### src/rtl/invsqrt_pkg.sv
// Shared constants and types for the invsqrt datapath: multiplier widths,
// requester IDs and the tag carried alongside each product.
package invsqrt_pkg;

    localparam int unsigned MUL_A_W     = 47;
    localparam int unsigned MUL_B_W     = 41;
    localparam int unsigned MUL_P_W     = MUL_A_W + MUL_B_W;
    localparam int unsigned MUL_LAT_DEF = 2;
    localparam int unsigned ID_MAX_W    = 3;

    typedef enum logic [1:0] {
        ID_YY  = 2'd0,
        ID_AY2 = 2'd1,
        ID_A3Y = 2'd2
    } req_id_e;

    typedef struct packed {
        logic                v;
        logic [ID_MAX_W-1:0] id;
    } mul_tag_t;

    function automatic int unsigned id_width(input int unsigned n);
        return (n > 1) ? $clog2(n) : 1;
    endfunction

endpackage

### src/rtl/rr_arbiter.sv
// Round-robin arbiter: searches from the last winner + 1 with wrap-around,
// producing a one-hot grant and the encoded winner index.
module rr_arbiter
    import invsqrt_pkg::*;
#(
    parameter int unsigned NREQ = 3,
    parameter int unsigned IDW  = id_width(NREQ)
) (
    input  logic            clk,
    input  logic            rst_n,
    input  logic [NREQ-1:0] req,
    input  logic            en,
    input  logic            advance,
    output logic [NREQ-1:0] grant_c,
    output logic [IDW-1:0]  idx_c
);

    logic [IDW-1:0] ptr;
    logic [IDW-1:0] cand;
    logic           found;

    // First requester after the pointer wins; pointer itself is searched last.
    always_comb begin
        grant_c = '0;
        idx_c   = '0;
        cand    = '0;
        found   = 1'b0;
        for (int unsigned k = 1; k <= NREQ; k++) begin
            cand = IDW'((32'(ptr) + k) % NREQ);
            if (!found && req[cand]) begin
                found = 1'b1;
                idx_c = cand;
            end
        end
        if (en && found) begin
            grant_c = NREQ'(1) << idx_c;
        end
    end

    always_ff @(posedge clk or negedge rst_n) begin
        if (!rst_n) begin
            ptr <= IDW'(NREQ - 1);
        end else if (advance) begin
            ptr <= idx_c;
        end
    end

endmodule

### src/rtl/mul_share_arb.sv
// Time-shares one pipelined multiplier between NREQ requesters and steers
// each product back to its requester as a one-hot response strobe.
module mul_share_arb
    import invsqrt_pkg::*;
#(
    parameter int unsigned NREQ    = 3,
    parameter int unsigned ASIZE   = MUL_A_W,
    parameter int unsigned BSIZE   = MUL_B_W,
    parameter int unsigned MUL_LAT = MUL_LAT_DEF,
    parameter int unsigned IDW     = id_width(NREQ)
) (
    input  logic                    clk,
    input  logic                    rst_n,
    input  logic                    en,
    input  logic [NREQ-1:0]         req_valid,
    output logic [NREQ-1:0]         req_ready,
    input  logic [NREQ*ASIZE-1:0]   req_a,
    input  logic [NREQ*BSIZE-1:0]   req_b,
    output logic                    mul_ce,
    output logic [ASIZE-1:0]        mul_a,
    output logic [BSIZE-1:0]        mul_b,
    input  logic [ASIZE+BSIZE-1:0]  mul_p,
    output logic [NREQ-1:0]         rsp_valid,
    output logic [ASIZE+BSIZE-1:0]  rsp_p,
    output logic                    busy
);

    logic [NREQ-1:0]  grant;
    logic [IDW-1:0]   win_idx;
    logic             xfer;
    logic [ASIZE-1:0] sel_a;
    logic [BSIZE-1:0] sel_b;
    mul_tag_t         tag_in;
    logic             inflight;

    // tag_q[0] rides with the operand register; tag_q[1..MUL_LAT] shadow the multiplier stages.
    mul_tag_t tag_q [MUL_LAT+1];

    rr_arbiter #(
        .NREQ (NREQ),
        .IDW  (IDW)
    ) u_arb (
        .clk     (clk),
        .rst_n   (rst_n),
        .req     (req_valid),
        .en      (en),
        .advance (xfer),
        .grant_c (grant),
        .idx_c   (win_idx)
    );

    assign req_ready = grant;
    assign xfer      = |(req_valid & grant);

    // Operand mux and stage-0 tag for the current winner.
    always_comb begin
        sel_a  = req_a[32'(win_idx)*ASIZE +: ASIZE];
        sel_b  = req_b[32'(win_idx)*BSIZE +: BSIZE];
        tag_in = '0;
        if (xfer) begin
            tag_in.v  = 1'b1;
            tag_in.id = ID_MAX_W'(win_idx);
        end
    end

    always_ff @(posedge clk or negedge rst_n) begin
        if (!rst_n) begin
            mul_ce    <= 1'b0;
            mul_a     <= '0;
            mul_b     <= '0;
            rsp_valid <= '0;
            rsp_p     <= '0;
            for (int unsigned i = 0; i <= MUL_LAT; i++) begin
                tag_q[i] <= '0;
            end
        end else begin
            mul_ce <= 1'b1;
            if (xfer) begin
                mul_a <= sel_a;
                mul_b <= sel_b;
            end
            tag_q[0] <= tag_in;
            for (int unsigned i = 1; i <= MUL_LAT; i++) begin
                tag_q[i] <= tag_q[i-1];
            end
            rsp_valid <= tag_q[MUL_LAT].v ? (NREQ'(1) << tag_q[MUL_LAT].id) : '0;
            if (tag_q[MUL_LAT].v) begin
                rsp_p <= mul_p;
            end
        end
    end

    always_comb begin
        inflight = 1'b0;
        for (int unsigned i = 0; i <= MUL_LAT; i++) begin
            inflight = inflight | tag_q[i].v;
        end
        busy = xfer | inflight | (|rsp_valid);
    end

endmodule

### config.mk
export PLATFORM = sky130hd
export DESIGN_NAME = mul_share_arb
export DESIGN_NICKNAME = d
export VERILOG_FILES = /design/src/rtl/invsqrt_pkg.sv /design/src/rtl/rr_arbiter.sv /design/src/rtl/mul_share_arb.sv
export SDC_FILE = /design/constraint.sdc
export NUM_CORES = 1
export LEC_CHECK = 0
export BUFFER_PORTS_ARGS = -buffer_cell sky130_fd_sc_hd__buf_4
export CORE_AREA = 2 2 213 215
export CTS_CLUSTER_DIAMETER = 30
export CTS_CLUSTER_SIZE = 28
export DETAILED_ROUTE_END_ITERATION = 8
export DIE_AREA = 0 0 215 217
export GPL_TIMING_DRIVEN = 0
export PLACE_DENSITY = 0.45
export RECOVER_POWER = 25
export SLEW_MARGIN = 5
export SYNTH_ARGS = -nofsm -noshare
export SYNTH_HDL_FRONTEND = slang
export SYNTH_SLANG_ARGS = --single-unit
### constraint.sdc
create_clock -name clk -period 3.25 [get_ports clk]
set_input_delay 0.65 -clock clk [delete_from_list [all_inputs] [get_ports clk]]
set_output_delay 0.65 -clock clk [all_outputs]
set_load 0.02 [all_outputs]
## After elaboration in Yosys (flattened, before gate mapping)

Index checks and enable logic that the tools add are counted.

- Bits in registers: 194
- Bits in latches: 0
- Memory bits (writable): 0
- ROM bits: 0
- Input port bits: 358
- Output and inout port bits: 184
- Memories kept: 0

- Add/sub/neg operators: 3
- Multipliers: 2
- Divide/modulo/power cells: 3
- Order comparisons: 3
- Eq/ne operators: 0
- Shifts and indexed selects: 4
- Mux-type cells: 15
- Bitwise operators: 5
- Reductions and logical operators: 7

Operators by type and width:

| kind | count |
|---|---|
| indexed part select 141 x 9 -> 47 bit | 1 |
| indexed part select 123 x 9 -> 41 bit | 1 |
| modulo 32 x 2 -> 32 bit (second input constant) | 3 |
| multiplier 2 x 6 -> 8 bit (second input constant) | 2 |
| < comparator 2 x 3 -> 1 bit (second input constant) | 3 |
| adder 2 x 2 -> 3 bit (second input constant) | 2 |
| binary-select mux 1 bit (select 2 bit) | 3 |
| 2-to-1 mux 1 bit | 6 |
| 2-to-1 mux 2 bit | 3 |
| 2-to-1 mux 3 bit | 2 |
| OR reduction 3 bit | 2 |
| 2-to-1 mux 4 bit | 1 |
| bitwise OR 1 bit | 4 |
| adder 2 x 1 -> 3 bit (second input constant) | 1 |
| bitwise AND 3 bit | 1 |
| logical AND 1 bit | 3 |
| << shifter 1 x 2 -> 3 bit (first input constant) | 1 |
| << shifter 1 x 3 -> 3 bit (first input constant) | 1 |
| zero test 1 bit | 2 |

## Logic depth before layout (Yosys ltp)

- Word-level depth: 17
- Gate-level depth with buffers: 12
- Gate-level depth less buffers: 8

## Cells and area by module

Synthesis repeated with hierarchy kept, for this count alone.

- Cell total of the unflattened synthesis: 645
- Area, all modules: 9023.7 µm²

By module, submodules not included:

| module | instances | cells each | area an instance (µm²) |
|---|---|---|---|
| mul_share_arb | 1 | 602 | 8692.1 |
| rr_arbiter | 1 | 43 | 331.6 |

## Worst setup path before layout

OpenSTA, ideal clock, no wires.

- Path type: register -> output
- Start: reg u_arb.ptr[1]
- End: out busy
- Arrival: 2.625 ns
- Required time: 2.600 ns
- Path slack: -0.025 ns
- Cell stages (with the launch flop): 9
- Buffers on the path: 1
- Cells stage by stage: dfstp_2 ha_1 buf_4 nand3b_1 o211ai_1 or4b_1 nand2_1 a31oi_4 or4_1

- Longest elaborated chain between the ends: 17
- Elaborated cells on any way between the ends: 29
- Classes of those cells: add/sub: 3; div: 3; shift: 1; mux: 13; bitwise: 3; reduce/logical: 6

RTL lines:

| what | line | RTL |
|---|---|---|
| from (decl) | rr_arbiter.sv:18 | `logic [IDW-1:0] ptr;` |
| from (signal assigned) | rr_arbiter.sv:42 | `ptr <= IDW'(NREQ - 1);` |
| from (signal assigned) | rr_arbiter.sv:44 | `ptr <= idx_c;` |
| adder 2 x 1 -> 3 bit | rr_arbiter.sv:29 | `cand = IDW'((32'(ptr) + k) % NREQ);` |
| modulo 32 x 2 -> 32 bit | rr_arbiter.sv:29 |  |
| binary-select mux 1 bit (select 2 bit) | rr_arbiter.sv:30 | `if (!found && req[cand]) begin` |
| 2-to-1 mux 1 bit (implied by the code) | rr_arbiter.sv:30 |  |
| 2-to-1 mux 1 bit | rr_arbiter.sv:30 |  |
| zero test 1 bit | rr_arbiter.sv:30 |  |
| logical AND 1 bit | rr_arbiter.sv:30 |  |
| 2-to-1 mux 1 bit | rr_arbiter.sv:30 |  |
| zero test 1 bit | rr_arbiter.sv:30 |  |
| logical AND 1 bit | rr_arbiter.sv:30 |  |
| 2-to-1 mux 2 bit or 2-to-1 mux 1 bit (tied branches) | rr_arbiter.sv:30 |  |
| << shifter 1 x 2 -> 3 bit or logical AND 1 bit (tied branches) | rr_arbiter.sv:36, rr_arbiter.sv:35 |  |
| 2-to-1 mux 3 bit (*) | rr_arbiter.sv:35 | `if (en && found) begin` |
| bitwise AND 3 bit (*) | mul_share_arb.sv:53 | `assign xfer = \|(req_valid & grant);` |
| OR reduction 3 bit (*) | mul_share_arb.sv:53 |  |
| bitwise OR 1 bit (*) (2 in series) | mul_share_arb.sv:98 | `busy = xfer \| inflight \| (\|rsp_valid);` |
| to (decl) | mul_share_arb.sv:25 | `output logic busy` |

Every way passes the cells marked *; elsewhere a longest branch is shown, timed or not. The select of a mux whose other input is x is not followed.

## Worst setup path in the final report

Ends and elaborated chain as after synthesis.

==> reports/results.txt <==
Status - finished with violations
Failing checks - max-capacitance violations, max-slew violations, negative setup slack
First-pass GRT wire length - 57.99 mm
Root Driver - clkbuf_16
Setup TNS Final - -1994 ps
I/O Buffers - 540
Worst slack, placed - -999.2 ps
Clock share of power - 10.1%
Area Growth Syn to Fin - 56.71%
Share of layout cells above drive strength 1 - 63.37%
Min-delay worst type - flop to flop
Mapped Area - 0.01032 mm^2
Die extent in x - 215 um
Syn Nets - 1219
Via Count - 8890
Hold Slack - 352.2 ps
TritonCTS buffer count - 17
Hold buffer count at CTS - 0
CP cell instances - ha_4, mux2i_4, o211ai_1, or4b_4, nand2_8, a31oi_4, or4_4, buf_6
Gr ovfl total - 0
Router iterations before antenna repair - 4
Skew-Pair Late Insertion Delay - 490 ps
H-tree Lvls - 4
Fin worst setup slack - -390.8 ps
Commonest non-fill, non-tap cell in the layout - buf_4
Clock slew at reported path FFs - 70 ps
Clk_skew - 8.477 ps
Hpwl dp - 29.94 mm
Total of max-cap violations - 1
Cell-internal power - 12.13 mW
# nets final - 1805
Pin count of the biggest net entering global routing - 97
1st-iter DRT viols - 382
WS Path Type - flop to output pin
Startpoint types - flop
Sw frac - 42.41%
Post-synth top area cell - dfrtp_1
Initial core utilization - 23.09%
Gate Count Post-Synth - 857
Largest driver fanout on the critical path - 3
Slew headroom - -70.98%
Ys flop type - dfrtp_1
Drt total wl - 38.75 mm
Pwr per Cell Area - 1303 mW/mm^2
Io pins - 542
Library cells used by synthesis - 44
Yosys reg bits - 191
Seq/Total Area, Yosys - 46.33%
Leak - 7.950 nW
GRT Util Overall - 16.44%
Synth async-reset ratio - 100.0%
Worst path slowest cell - or4b_4
Post-route cell area - 0.01617 mm^2
Detail Route Antenna Nets - 0
Die Ht - 217 um
Row count - 78
Vias in the first global route - 9477
Req. time, crit path - 2600 ps
Synthesis warning total - 0
Detailed-route vias per instance - 4.326
Final Hold Vio Count - 0
Least-Margin Pin Slew - 2565 ps
Sequential share of power - 20.3%
CTS Sinks - 191
Post-synth EDFFs - 0
Top post-synthesis cells by area - dfrtp_1 46%, mux2_2 21%, mux2_4 10%, o32ai_1 7.5%, inv_1 3.3%
Residual DRC - 0
CP max stage delay - 580 ps
Crit path capture type - output pin
Leading cell types in the layout, fill and taps excluded - 563 x buf_4, 190 x dfrtp_1, 188 x mux2_2
Max-slew violation count - 97
RSZ-0062 raised after global routing - yes
Period utilization - 112.0%
Clk buf depth - 2
DIE AREA - 0.04666 mm^2
Core Footprint - 0.04470 mm^2
Tmin final - 3641 ps
Crit path arrival time - 2990 ps
Avg Inst Size Synth - 12.04 um^2
Diodes inserted - 0
Synth top area share - 46.08%
Placer Congestion - 0.8190
Per-cell routed wire length - 18.86 um
Worst IR Drop VDD - 521.4 uV
Max Freq - 274.7 MHz
CTS tree - yes
Net Switching - 8.935 mW
Pwr Total - 21.07 mW
# setup viols final - 24
DP Area - 0.01516 mm^2
Part of the power in combinational logic - 69.6%
Initial antenna violation count - 0
[flip-flops by register name, indices dropped and copies added, names as in the netlist]
signal / count
u_arb.ptr: 2
rsp_p: 88
tag_q: 9
mul_b: 41
mul_ce: 1
mul_a: 47
rsp_valid: 3
[cell type report]
cell class              count  area [um^2]
flip-flops and latches    191         4781
plain buffers              70        442.9
clock buffers              18        439.2
repair buffers            567         4307
well taps                 600        750.7
clock inverters            13        122.6
inverters                  92        345.3
multi-input cells         504         4982
fillers                  4574        28530
[synth_stat cells (all sizes together), types with 2 or more instances]
library cell,instances
inv,92
mux2,264
nand2,92
dfrtp,190
or4,2
nand2b,3
buf,35
nor2,9
ha,4
nor2b,7
clkbuf,35
nand3b,2
nor3b,2
a21oi,5
o21ai,6
and3b,2
o32ai,88
[critical path: cells and delay by family, from the launching register on]
kind            cells  cell delay, ps
flops               1             570
mux                 1             280
compound gates      2             210
buf+inv             1             160
simple gates        3            1120
fa+ha+maj           1             160
[through the flow]
stage / utilization [%] / cells
after floorplan: - / 857
after global placement: 33.84 / 1997
after detailed placement: 33.92 / 1998
after CTS: 35.94 / 2047
after global routing: 36.18 / 2055
final: 36.18 / 2055
[layer usage]
layer	vias up	track usage, %	wire, um
li1	4221	-	-
met1	4341	19.35	15570
met2	291	28.34	19830
met3	37	5.241	2588
met4	0	5.471	765
met5	-	0	0
[power groups by stage]
stage | Combinational [mW] | Clock (mW) | Sequential, mW
floorplan | 7.91 | 0 | 5.65
global placement | 13.9 | 0 | 4.28
detailed placement | 13.9 | 0 | 4.32
CTS | 14.6 | 2.23 | 4.30
global route | 15.7 | 2.31 | 4.45
finish | 14.7 | 2.12 | 4.28
[kinds of logic after synthesis]
| family | share of synthesized area, % |
|---|---|
| and+or+nand+nor | 5.335 |
| muxes | 31.45 |
| DFF | 46.33 |
| buffers and inverters | 7.142 |
| other | 0.03634 |
| adders and majority gates | 0.4850 |
| AOI/OAI and AO/OA | 9.216 |
[what timing repair did]
action	in CTS	in global routing
pin swaps	14	8
resized for setup	48	13
buffers inserted	19	8
cloned	0	0
endpoints found under the setup margin	94	77
[final timing paths]
kind                                    from        end  slack, ps  cells after the start
max in group asynchronous              rst_n  mul_a[35]        260                      2
worst max-delay path            u_arb.ptr[1]       busy       -390                      8
min in group asynchronous              rst_n  rsp_p[47]        940                      1
worst min-delay path                tag_q[4]   tag_q[0]        350                      0
worst min register to register      tag_q[4]   tag_q[0]        350                      0
worst max register to register  u_arb.ptr[1]  mul_b[24]       -100                     10
No activity file was read; power rests on OpenSTA's default activity.
